<file path="src/rtl/usbf_tx_crc_append.sv">
// usbf_tx_crc_append
//   Transmit-side byte stream shim for a USB function. Passes payload bytes
//   through a one-deep output register and appends the inverted USB CRC16
//   (low byte first) after the last payload byte. A zero-length-packet
//   request produces only the two CRC bytes.
//
// Ports
//   clk_i, rst_ni          clock, synchronous active-low reset
//   in_valid_i/in_ready_o  upstream handshake
//   in_data_i              payload byte (ignored for a ZLP request)
//   in_last_i              final payload byte of the packet
//   in_zlp_i               packet has no payload (only honoured in IDLE)
//   out_valid_o/out_ready_i downstream handshake (registered outputs)
//   out_data_o             payload or CRC byte
//   out_last_o             marks the second (high) CRC byte
//   abort_i                drop the current packet, highest priority
//   busy_o                 packet in flight or output byte pending
//   byte_count_o           payload bytes of current/last packet, saturating
//
// Also contains usbf_crc16, the combinational one-byte CRC16 step.

module usbf_crc16 (
  input  logic [15:0] crc_in_i,
  input  logic [7:0]  din_i,
  output logic [15:0] crc_out_o
);

  logic [15:0] w_crc;

  // Reflected form of x^16+x^15+x^2+1, data consumed LSB first.
  always_comb begin
    w_crc = crc_in_i;
    for (int i = 0; i < 8; i++) begin
      if (w_crc[0] ^ din_i[i]) w_crc = (w_crc >> 1) ^ 16'hA001;
      else                      w_crc = w_crc >> 1;
    end
    crc_out_o = w_crc;
  end

endmodule

// state    | meaning
// ---------+---------------------------------------------------------
// S_IDLE   | waiting for first byte or ZLP request; crc holds CRC_INIT
// S_DATA   | mid-packet, accepting payload bytes
// S_CRC_LO | payload done, load ~crc[7:0] when output slot is free
// S_CRC_HI | load ~crc[15:8] with out_last_o, then back to IDLE
module usbf_tx_crc_append #(
  parameter logic [15:0] CRC_INIT = 16'hFFFF
) (
  input  logic        clk_i,
  input  logic        rst_ni,
  input  logic        in_valid_i,
  input  logic [7:0]  in_data_i,
  input  logic        in_last_i,
  input  logic        in_zlp_i,
  output logic        in_ready_o,
  output logic        out_valid_o,
  output logic [7:0]  out_data_o,
  output logic        out_last_o,
  input  logic        out_ready_i,
  input  logic        abort_i,
  output logic        busy_o,
  output logic [10:0] byte_count_o
);

  typedef enum logic [1:0] {
    S_IDLE,
    S_DATA,
    S_CRC_LO,
    S_CRC_HI
  } state_t;

  state_t      r_state;
  state_t      w_state_nxt;
  logic [15:0] r_crc;
  logic [15:0] w_crc_nxt;
  logic [15:0] w_crc_upd;
  logic        r_out_valid;
  logic        w_out_valid_nxt;
  logic [7:0]  r_out_data;
  logic [7:0]  w_out_data_nxt;
  logic        r_out_last;
  logic        w_out_last_nxt;
  logic [10:0] r_byte_count;
  logic [10:0] w_byte_count_nxt;
  logic [10:0] w_byte_count_inc;
  logic        w_free;
  logic        w_accept;

  // r_crc is CRC_INIT whenever the FSM sits in IDLE (reset, abort and
  // CRC_HI all restore it), so the first byte can use r_crc directly.
  usbf_crc16 u_crc16 (
    .crc_in_i  (r_crc),
    .din_i     (in_data_i),
    .crc_out_o (w_crc_upd)
  );

  assign w_free     = !r_out_valid || out_ready_i;
  assign in_ready_o = ((r_state == S_IDLE) || (r_state == S_DATA)) && w_free && !abort_i;
  assign w_accept   = in_valid_i && in_ready_o;

  assign w_byte_count_inc = (r_byte_count == 11'h7FF) ? r_byte_count : r_byte_count + 11'd1;

  always_comb begin
    w_state_nxt      = r_state;
    w_crc_nxt        = r_crc;
    w_out_valid_nxt  = r_out_valid;
    w_out_data_nxt   = r_out_data;
    w_out_last_nxt   = r_out_last;
    w_byte_count_nxt = r_byte_count;

    if (abort_i) begin
      w_state_nxt     = S_IDLE;
      w_crc_nxt       = CRC_INIT;
      w_out_valid_nxt = 1'b0;
      w_out_last_nxt  = 1'b0;
    end else if (w_free) begin
      // Slot drains this cycle; it stays empty unless something loads below.
      w_out_valid_nxt = 1'b0;
      case (r_state)
        S_IDLE: begin
          if (w_accept) begin
            if (in_zlp_i) begin
              w_crc_nxt        = CRC_INIT;
              w_byte_count_nxt = 11'd0;
              w_state_nxt      = S_CRC_LO;
            end else begin
              w_crc_nxt        = w_crc_upd;
              w_out_valid_nxt  = 1'b1;
              w_out_data_nxt   = in_data_i;
              w_out_last_nxt   = 1'b0;
              w_byte_count_nxt = 11'd1;
              w_state_nxt      = in_last_i ? S_CRC_LO : S_DATA;
            end
          end
        end
        S_DATA: begin
          if (w_accept) begin
            w_crc_nxt        = w_crc_upd;
            w_out_valid_nxt  = 1'b1;
            w_out_data_nxt   = in_data_i;
            w_out_last_nxt   = 1'b0;
            w_byte_count_nxt = w_byte_count_inc;
            if (in_last_i) w_state_nxt = S_CRC_LO;
          end
        end
        S_CRC_LO: begin
          w_out_valid_nxt = 1'b1;
          w_out_data_nxt  = ~r_crc[7:0];
          w_out_last_nxt  = 1'b0;
          w_state_nxt     = S_CRC_HI;
        end
        S_CRC_HI: begin
          w_out_valid_nxt = 1'b1;
          w_out_data_nxt  = ~r_crc[15:8];
          w_out_last_nxt  = 1'b1;
          w_crc_nxt       = CRC_INIT;
          w_state_nxt     = S_IDLE;
        end
        default: w_state_nxt = S_IDLE;
      endcase
    end
  end

  always_ff @(posedge clk_i) begin
    if (!rst_ni) begin
      r_state      <= S_IDLE;
      r_crc        <= CRC_INIT;
      r_out_valid  <= 1'b0;
      r_out_data   <= 8'h00;
      r_out_last   <= 1'b0;
      r_byte_count <= 11'd0;
    end else begin
      r_state      <= w_state_nxt;
      r_crc        <= w_crc_nxt;
      r_out_valid  <= w_out_valid_nxt;
      r_out_data   <= w_out_data_nxt;
      r_out_last   <= w_out_last_nxt;
      r_byte_count <= w_byte_count_nxt;
    end
  end

  assign out_valid_o  = r_out_valid;
  assign out_data_o   = r_out_data;
  assign out_last_o   = r_out_last;
  assign byte_count_o = r_byte_count;
  assign busy_o       = (r_state != S_IDLE) || r_out_valid;

endmodule

</file>
<file path="config.mk">
export PLATFORM = sky130hd
export DESIGN_NAME = usbf_tx_crc_append
export DESIGN_NICKNAME = d
export VERILOG_FILES = /design/src/rtl/usbf_tx_crc_append.sv
export SDC_FILE = /design/constraint.sdc
export NUM_CORES = 1
export LEC_CHECK = 0
export ABC_AREA = 1
export CELL_PAD_IN_SITES_DETAIL_PLACEMENT = 0
export CELL_PAD_IN_SITES_GLOBAL_PLACEMENT = 1
export CORE_AREA = 2 2 87 89
export DETAILED_ROUTE_END_ITERATION = 12
export DIE_AREA = 0 0 89 91
export PLACE_DENSITY_LB_ADDON = 0.1
export SLEW_MARGIN = 20
export SYNTH_ARGS = -nofsm -noshare
export SYNTH_HDL_FRONTEND = slang
export SYNTH_HIERARCHICAL = 1
export SYNTH_SLANG_ARGS = --single-unit
</file>
<file path="constraint.sdc">
create_clock -name clk_i -period 4.8 [get_ports clk_i]
set_input_delay 0.96 -clock clk_i [delete_from_list [all_inputs] [get_ports clk_i]]
set_output_delay 0.96 -clock clk_i [all_outputs]
set_load 0.05 [all_outputs]
</file>
After elaboration in Yosys (flattened, before gate mapping):

Cells that the tools add are included.

* add/sub/neg operators: 1
* equality and inequality tests: 9
* mux-type cells: 35
* bitwise operators: 20
* reductions and logical operators: 19

Operators by type and width (number)
* 2-to-1 mux 16 bit: 11
* case mux 16 bit (3 select lines): 1
* 2-to-1 mux 11 bit: 3
* case mux 8 bit (4 select lines): 1
* 2-to-1 mux 8 bit: 3
* NOT 2 -> 3 bit: 8
* case mux 11 bit (2 select lines): 1
* NOT 8 bit: 2
* AND reduction 4 bit: 3
* adder 11 x 1 -> 11 bit (second input constant): 1
* equality test 11 bit (second input constant): 1
* 2-to-1 mux 2 bit: 5
* inequality test 2 bit (second input constant): 5
* case mux 2 bit (4 select lines): 1
* bitwise XOR 1 bit: 8
* 2-to-1 mux 1 bit: 7
* AND reduction 6 bit: 1
* AND reduction 5 bit: 1
* equality test 2 bit (second input constant): 2
* case mux 1 bit (4 select lines): 1
* nonzero test 2 bit: 2
* OR reduction 2 bit: 2
* logical AND 1 bit: 3
* logical OR 1 bit: 3
* other kinds (6): 8

* register bits: 39
* bits of input ports: 15
* output and inout bits: 23
* word-level logic and storage cells: 90

Longest topological paths before layout:

Gate-level depths: netlist of run 1.

* depth in word-level cells: 19
* mapped depth: 18
* depth with buffers taken out: 18

Cells and area by module:

The synthesis of run 1 kept the hierarchy.

By module, submodules not included
* usbf_tx_crc_append: times used 1, cells each 347, area an instance 2469.9 sq um, sequential area each 780.7 sq um
* usbf_crc16: times used 1, cells each 74, area an instance 570.5 sq um, sequential area each 0.0 sq um

Worst setup path before layout of run 1:

Ideal clock, no wire load.

* kind: input port to output port
* start point: input port out_ready_i
* end point: output port in_ready_o
* data arrival time: 1543 ps
* required time: 3840 ps
* slack: 2297 ps
* stages on the path: 4
* buffers on the path: 0
* path through: inv_1 nand2_4 nand3_4 inv_1

* longest elaborated chain between the ends: 3

Ends and longest elaborated chain
* start: declaration: line 61 `input logic out_ready_i,`
* logical OR 1 bit: line 99 `assign w_free = !r_out_valid || out_ready_i;`
* logical AND 1 bit (2 in a row): line 100 `assign in_ready_o = ((r_state == S_IDLE) || (r_state == S_DATA)) && w_free && !abort_i;`
* end: declaration: line 57 `output logic in_ready_o,`

No other way between the ends.

Worst setup path in the final report of run 1:

Same ends and word-level chain as after synthesis.

==> metrics, run 1 <==
status=finished, final reports clean; top cells by area, synth=dfxtp_1, nand2_1, inv_1, nor2_1, o211ai_2; CTS max path bufs=2; clk_skew=around 0.0048 ns; CP arrival=2.66 ns; fin crit period=3.62 ns; area grow syn2layout=16.3%; Post-CTS Setup Repair Bufs=0; final std cells w/o fill=550; largest family of logic cells by synthesized area=simple AND/OR/NAND/NOR gates; worst r2r src=r_crc[0]; Yosys reg bits=39; Final Hold Fails=0; Synth Cell Area=3040 um2; power share of the clock group=27.5%; DR vias/cell=4.61; RSZ-0062 raised after global routing=no; fmax=between 0.2 and 0.3 GHz; worst slew pin tran=~0.8 ns; cts bufs inserted=5; htree depth=2; WL per Instance=about 12 um; antenna violations before repair=0; synth warn=6; remaining global-route overflow=0; Required @ worst endpoint=3.84 ns; crit path launch type=input port; R2R setup slack=2.67 ns; Lkg Pwr=1.70 nW; kind of critical path=in -> out; core area=slightly above 7000 um2; net switching power=397 uW; max-slew violations=0; Sw Ratio=38.5%; Worst IR Drop VDD=about 150 uV; Syn Inst Count=421; Int Pwr=about 630 uW; die extent in y=91 um; Clock Latency Late Sink=roughly 0.29 ns; post-synthesis simple-gate area fraction=39.6%; Yosys cell types=38; Post-Syn Area per Cell=7.22 um2; number of remaining DRC errors=0; placed cell count=542; Max-slew headroom=47.1%; pin count of the biggest net entering global routing=33; Clock Root Buffer=clkbuf_8; M2 GR Usage=29.3%; GRT Max-Usage Layer=met2; CTS tree=built; setup TNS=0 ns; ANT nets after route=0; Crit Path Max Fanout=14; fraction of layout cells with a size suffix above 1=between 10% and 20%; register share of total power=a little over a third; Resized cells post-CTS=0; Final Cycle Share=about three quarters; ys flop type=dfxtp_1; Seq/Total Area, Yosys=roughly 26%; Worst-path clk slew=0.08 ns; final setup fails=0; hold_sp=r_crc[9]; dpl hpwl=~5000 um; vias in the first global route=2508; top-count cell post-synth=nand2_1; Worst Hold Class=reg -> reg; EDFF count, synth=0; total iterations of the first detailed-routing run=4; grt met3 use=2.91%; initial core utilization=42.6%; clk sinks=39; post-synthesis xor/xnor area fraction=~7.0%; area leader, netlist=dfxtp_1; final wirelength=6620 um; CP Capture Type=output pin; Post-Syn Nets=442; Nets=471; met1 usage=between 20% and 30%; Die Footprint=8100 um2; Die X=89 um; share of the synthesized area in the top cell type=25.7%; Post-synth ARST share=0%; hold_buf cts=0; pwr dens=291 nW/um2; adder and majority gate portion of the synthesized area=2.47%; Compound-Gate Fraction of Synth Area=approximately an eighth; I/O Buffers=37; ant diodes=0; mux contribution to synthesized area=0%; first-pass GRT wire length=11700 um; # rows=31; top cells by count, synth=nand2_1, inv_1, nor2_1; Max Cap Viol=0; IO Pins=38; power share of the combinational group=37.2%; Final Power=approximately 1 mW; via count=2535; CP Launch Point=out_ready_i; Starting DRT DRC Count=between 100 and 150; gr usage total=18.2%; GP Congestion=between 0.7 and 0.8
[metrics by stage]
step                      util, %  hold slack (ns)  worst slack, ns  cell area, um2
final                        49.5            0.507             1.18            3540
after global routing         49.5            0.538             1.12            3540
after CTS                    49.5            0.507             1.16            3540
after detailed placement     48.0            0.478             1.17            3420
after global placement       48.0            0.483             1.19            3420
after floorplan                 -            0.456             2.30            3040
[layout make-up]
class / instances / area (um2)
well taps: 99 / 124
fillers: 782 / 3600
repair buffers: 38 / 378
clock buffers: 5 / 68.8
clock inverters: 3 / 43.8
multi-input cells: 292 / 1850
flip-flops and latches: 39 / 781
inverters: 74 / 288
[metal layers]
layer	up-vias	part of all wire, %
met1	1125	52
met2	38	44
li1	1365	-
met4	0	0.97
met3	7	2.9
met5	-	0
[power groups by stage]
stage               logic (mW)  registers, mW  clock network (mW)
finish                   0.383          0.364               0.283
global route             0.429          0.367               0.303
CTS                      0.387          0.364               0.292
global placement         0.382          0.372                   0
detailed placement       0.385          0.372                   0
floorplan                0.290          0.397                   0
[critical path, cell delays in order]
cell	delay, ns
clkdlybuf4s50_1	0.46
inv_1	0.07
nand2_4	0.18
nand3_4	0.13
inv_1	0.07
clkdlybuf4s50_1	0.79
[state kept, by name, indices dropped and copies added, names as in the netlist]
signal	flops
out_data_o	8
byte_count_o	11
r_crc	16
out_last_o	1
out_valid_o	1
r_state	2
[cells by family after synthesis]
family / count (synthesis)
AND/OR/NAND/NOR: 230
AO/OA/AOI/OAI: 42
buffers and inverters: 90
XOR/XNOR: 14
flip-flops: 39
adder cells (fa/ha/maj): 6
[worst paths after layout]
kind | endpoint | cells after the start
worst max-delay path | in_ready_o | 6
worst max register to register | r_crc[0] | 15
worst min register to register | r_crc[9] | 2
worst min-delay path | r_crc[9] | 2
[cells in the final DEF, fill, tap and decap left out, types with 2 or more instances in the layout]
cell / instances
a21oi_1: 6
a21oi_2: 3
clkbuf_8: 5
clkdlybuf4s50_1: 37
dfxtp_1: 39
ha_1: 6
inv_1: 70
inv_2: 2
inv_6: 2
nand2_1: 98
nand2_2: 10
nand2_4: 10
nand2_8: 2
nand3_1: 22
nand3_2: 3
nand3_4: 4
nand4_1: 13
nand4_4: 2
nor2_1: 57
nor2_2: 3
nor3b_1: 2
o211ai_2: 16
o21ai_0: 11
o21ai_2: 2
o21bai_1: 2
xnor2_1: 3
xnor2_4: 2
xor2_1: 5
xor2_2: 2
xor2_4: 2
(Power assumes the default switching activity.)
==> run 2, diff against run 1 <==
--- a/config.mk
+++ b/config.mk
@@ -8,9 +8,9 @@
 export ABC_AREA = 1
 export CELL_PAD_IN_SITES_DETAIL_PLACEMENT = 0
 export CELL_PAD_IN_SITES_GLOBAL_PLACEMENT = 1
-export CORE_AREA = 2 2 87 89
+export CORE_AREA = 2 2 94 96
 export DETAILED_ROUTE_END_ITERATION = 12
-export DIE_AREA = 0 0 89 91
+export DIE_AREA = 0 0 96 98
 export PLACE_DENSITY_LB_ADDON = 0.1
 export SLEW_MARGIN = 20
 export SYNTH_ARGS = -nofsm -noshare
==> constraint.sdc (replaced) <==
create_clock -name clk_i -period 3.2 [get_ports clk_i]
set_input_delay 0.64 -clock clk_i [delete_from_list [all_inputs] [get_ports clk_i]]
set_output_delay 0.64 -clock clk_i [all_outputs]
set_load 0.05 [all_outputs]
==> run 2 against run 1 <==
  * Design area shrank 0.46%
  * Clock power grew 14%
  * Critical endpoint is now busy_o
  * Die area grew 16%
  * First-iteration DRC count shrank 52%
  * Sequential cell count is the same
  * Combinational power grew 51%
  * Clock-buffer cell count grew 1
  * Highest routed layer unchanged
  * Cell count grew 1.6%
  * Setup slack lost 0.73 ns
  * Largest power group unchanged
  * Global-route usage shrank 1.9 points
  * Power grew 41%
  * Critical path type is now reg -> out
  * Worst hold slack lost 0.020 ns
==> metrics, run 2 (synthesis results as in run 1) <==
vias in the first global route=2437 (was 2508); clk_skew=0.00502 ns (was 0.00477 ns); GP Congestion=0.829 (was 0.782); crit path launch type=register (was input port); Die Footprint=9410 um2 (was 8100 um2); Worst IR Drop VDD=194 uV (was 149 uV); Final Power=1.45 mW (was 1.03 mW); remaining global-route overflow=0 (unchanged); Reg with most FFs=r_crc (unchanged); Clock Latency Late Sink=0.29 ns (about the same); net switching power=587 uW (was 397 uW); kind of critical path=reg -> out (was in -> out); # rows=34 (was 31); final wirelength=7260 um (was 6620 um); gr usage total=16.2% (was 18.2%); register share of total power=37.7% (was 35.4%); htree depth=2 (unchanged); FILL cells=930 (was 782); ANT nets after route=0 (unchanged); fraction of layout cells with a size suffix above 1=17.1% (unchanged); Final Hold Fails=0 (unchanged); placed cell count=553 (was 542); Required @ worst endpoint=2.56 ns (was 3.84 ns); Nets=473 (was 471); total iterations of the first detailed-routing run=4 (unchanged); IO Pins=38 (unchanged); Die X=96 um (was 89 um); max-slew violations=0 (unchanged); via count=2548 (was 2535); number of remaining DRC errors=0 (unchanged); core area=8470 um2 (was 7140 um2); Clock Root Buffer=clkbuf_8 (unchanged); Sw Ratio=40.5% (was 38.5%); power share of the combinational group=40.0% (was 37.2%); max reg flops=16 (unchanged); Int Pwr=863 uW (was 633 uW); Worst Hold Class=reg -> reg (unchanged); Resized cells post-CTS=0 (unchanged); CP arrival=2.11 ns (was 2.66 ns); clk sinks=39 (unchanged); hold_buf cts=0 (unchanged); worst setup margin=0.447 ns (was 1.18 ns); power share of the clock group=22.3% (was 27.5%); dpl hpwl=5520 um (was 5020 um); setup TNS=0 ns (unchanged); Crit Path Max Fanout=4 (was 14); die extent in y=98 um (was 91 um); area grow syn2layout=15.8% (was 16.3%); pre-CTS setup slack=0.363 ns (was 1.17 ns); first-pass GRT wire length=11900 um (was 11700 um); final setup fails=0 (unchanged); most common cell after layout, fill and taps aside=nand2_1 (unchanged); Lkg Pwr=1.69 nW (was 1.70 nW); CP Capture Type=output pin (unchanged); most frequent cells in the layout=nand2_1, inv_1, nor2_1, dfxtp_1, clkdlybuf4s50_1 (unchanged); Final Cycle Share=between 80% and 90%; antenna violations before repair=0 (unchanged); pin count of the biggest net entering global routing=33 (unchanged); DR vias/cell=4.56 (was 4.61); final std cells w/o fill=559 (was 550); worst slew pin tran=0.614 ns (was 0.790 ns); fmax=0.363 GHz; cts bufs inserted=5 (unchanged); pwr dens=412 nW/um2 (was 291 nW/um2); Finished Cell Area=3520 um2 (was 3540 um2); status=finished, final reports clean (unchanged); initial core utilization=35.9% (was 42.6%); Post-CTS Setup Repair Bufs=0 (unchanged); ant diodes=0 (unchanged); I/O Buffers=37 (unchanged); CTS max path bufs=2 (unchanged); fin crit period=roughly 2.8 ns; RSZ-0062 raised after global routing=no (unchanged); Max-slew headroom=59.0% (was 47.1%); WL per Instance=13.0 um (was 12.0 um); Max Cap Viol=0 (unchanged); Starting DRT DRC Count=54 (was 113); Worst-path clk slew=0.08 ns (about the same); dpl cell area=3450 um2 (was 3420 um2); CTS tree=built (unchanged)
-- run 2: area by class of cell --
class	count	area [um2]	share of cell area (%)
timing repair buffer	40	390	11.1
multi-input combinational	292	1850	52.6
inverter	74	288	8.18
tap	108	135	3.84
sequential	39	781	22.2
clock buffer	6	72.6	2.06
-- run 2: critical path, stage by stage, from the launching register on --
cell	delay, ns
dfxtp_1	0.35
inv_1	0.11
ha_1	0.26
inv_2	0.10
or2_2	0.29
clkdlybuf4s50_1	0.70
-- run 2: power groups by stage --
stage                     Combinational [mW]  Clock [mW]  Sequential [mW]
final                                  0.580       0.323            0.547
after global routing                   0.641       0.358            0.552
after CTS                              0.586       0.340            0.547
after detailed placement               0.584           0            0.559
after global placement                 0.583           0            0.559
after floorplan                        0.434           0            0.596
-- run 2: per-stage QoR --
step	hold WS, ns	util, %
finish	0.487	41.6
global placement	0.469	40.7
detailed placement	0.473	40.7
CTS	0.493	41.6
global route	0.525	41.6
floorplan	0.456	-
-- run 2: routing by layer --
metal	GRT usage, %	wire length [um]	up-vias
met5	0	0	-
met4	5.27	140	0
met3	2.93	237	10
met2	27.2	3490	40
met1	20.8	3380	1132
li1	-	-	1366
-- run 2: worst paths after layout --
| kind | from | to | slack [ns] | cells after the start |
|---|---|---|---|---|
| setup / recovery | r_state[0] | busy_o | 0.45 | 5 |
| hold / removal | out_last_o | out_last_o | 0.49 | 2 |
| setup reg to reg | r_crc[0] | r_crc[13] | 1.08 | 17 |
| hold reg to reg | out_last_o | out_last_o | 0.49 | 2 |
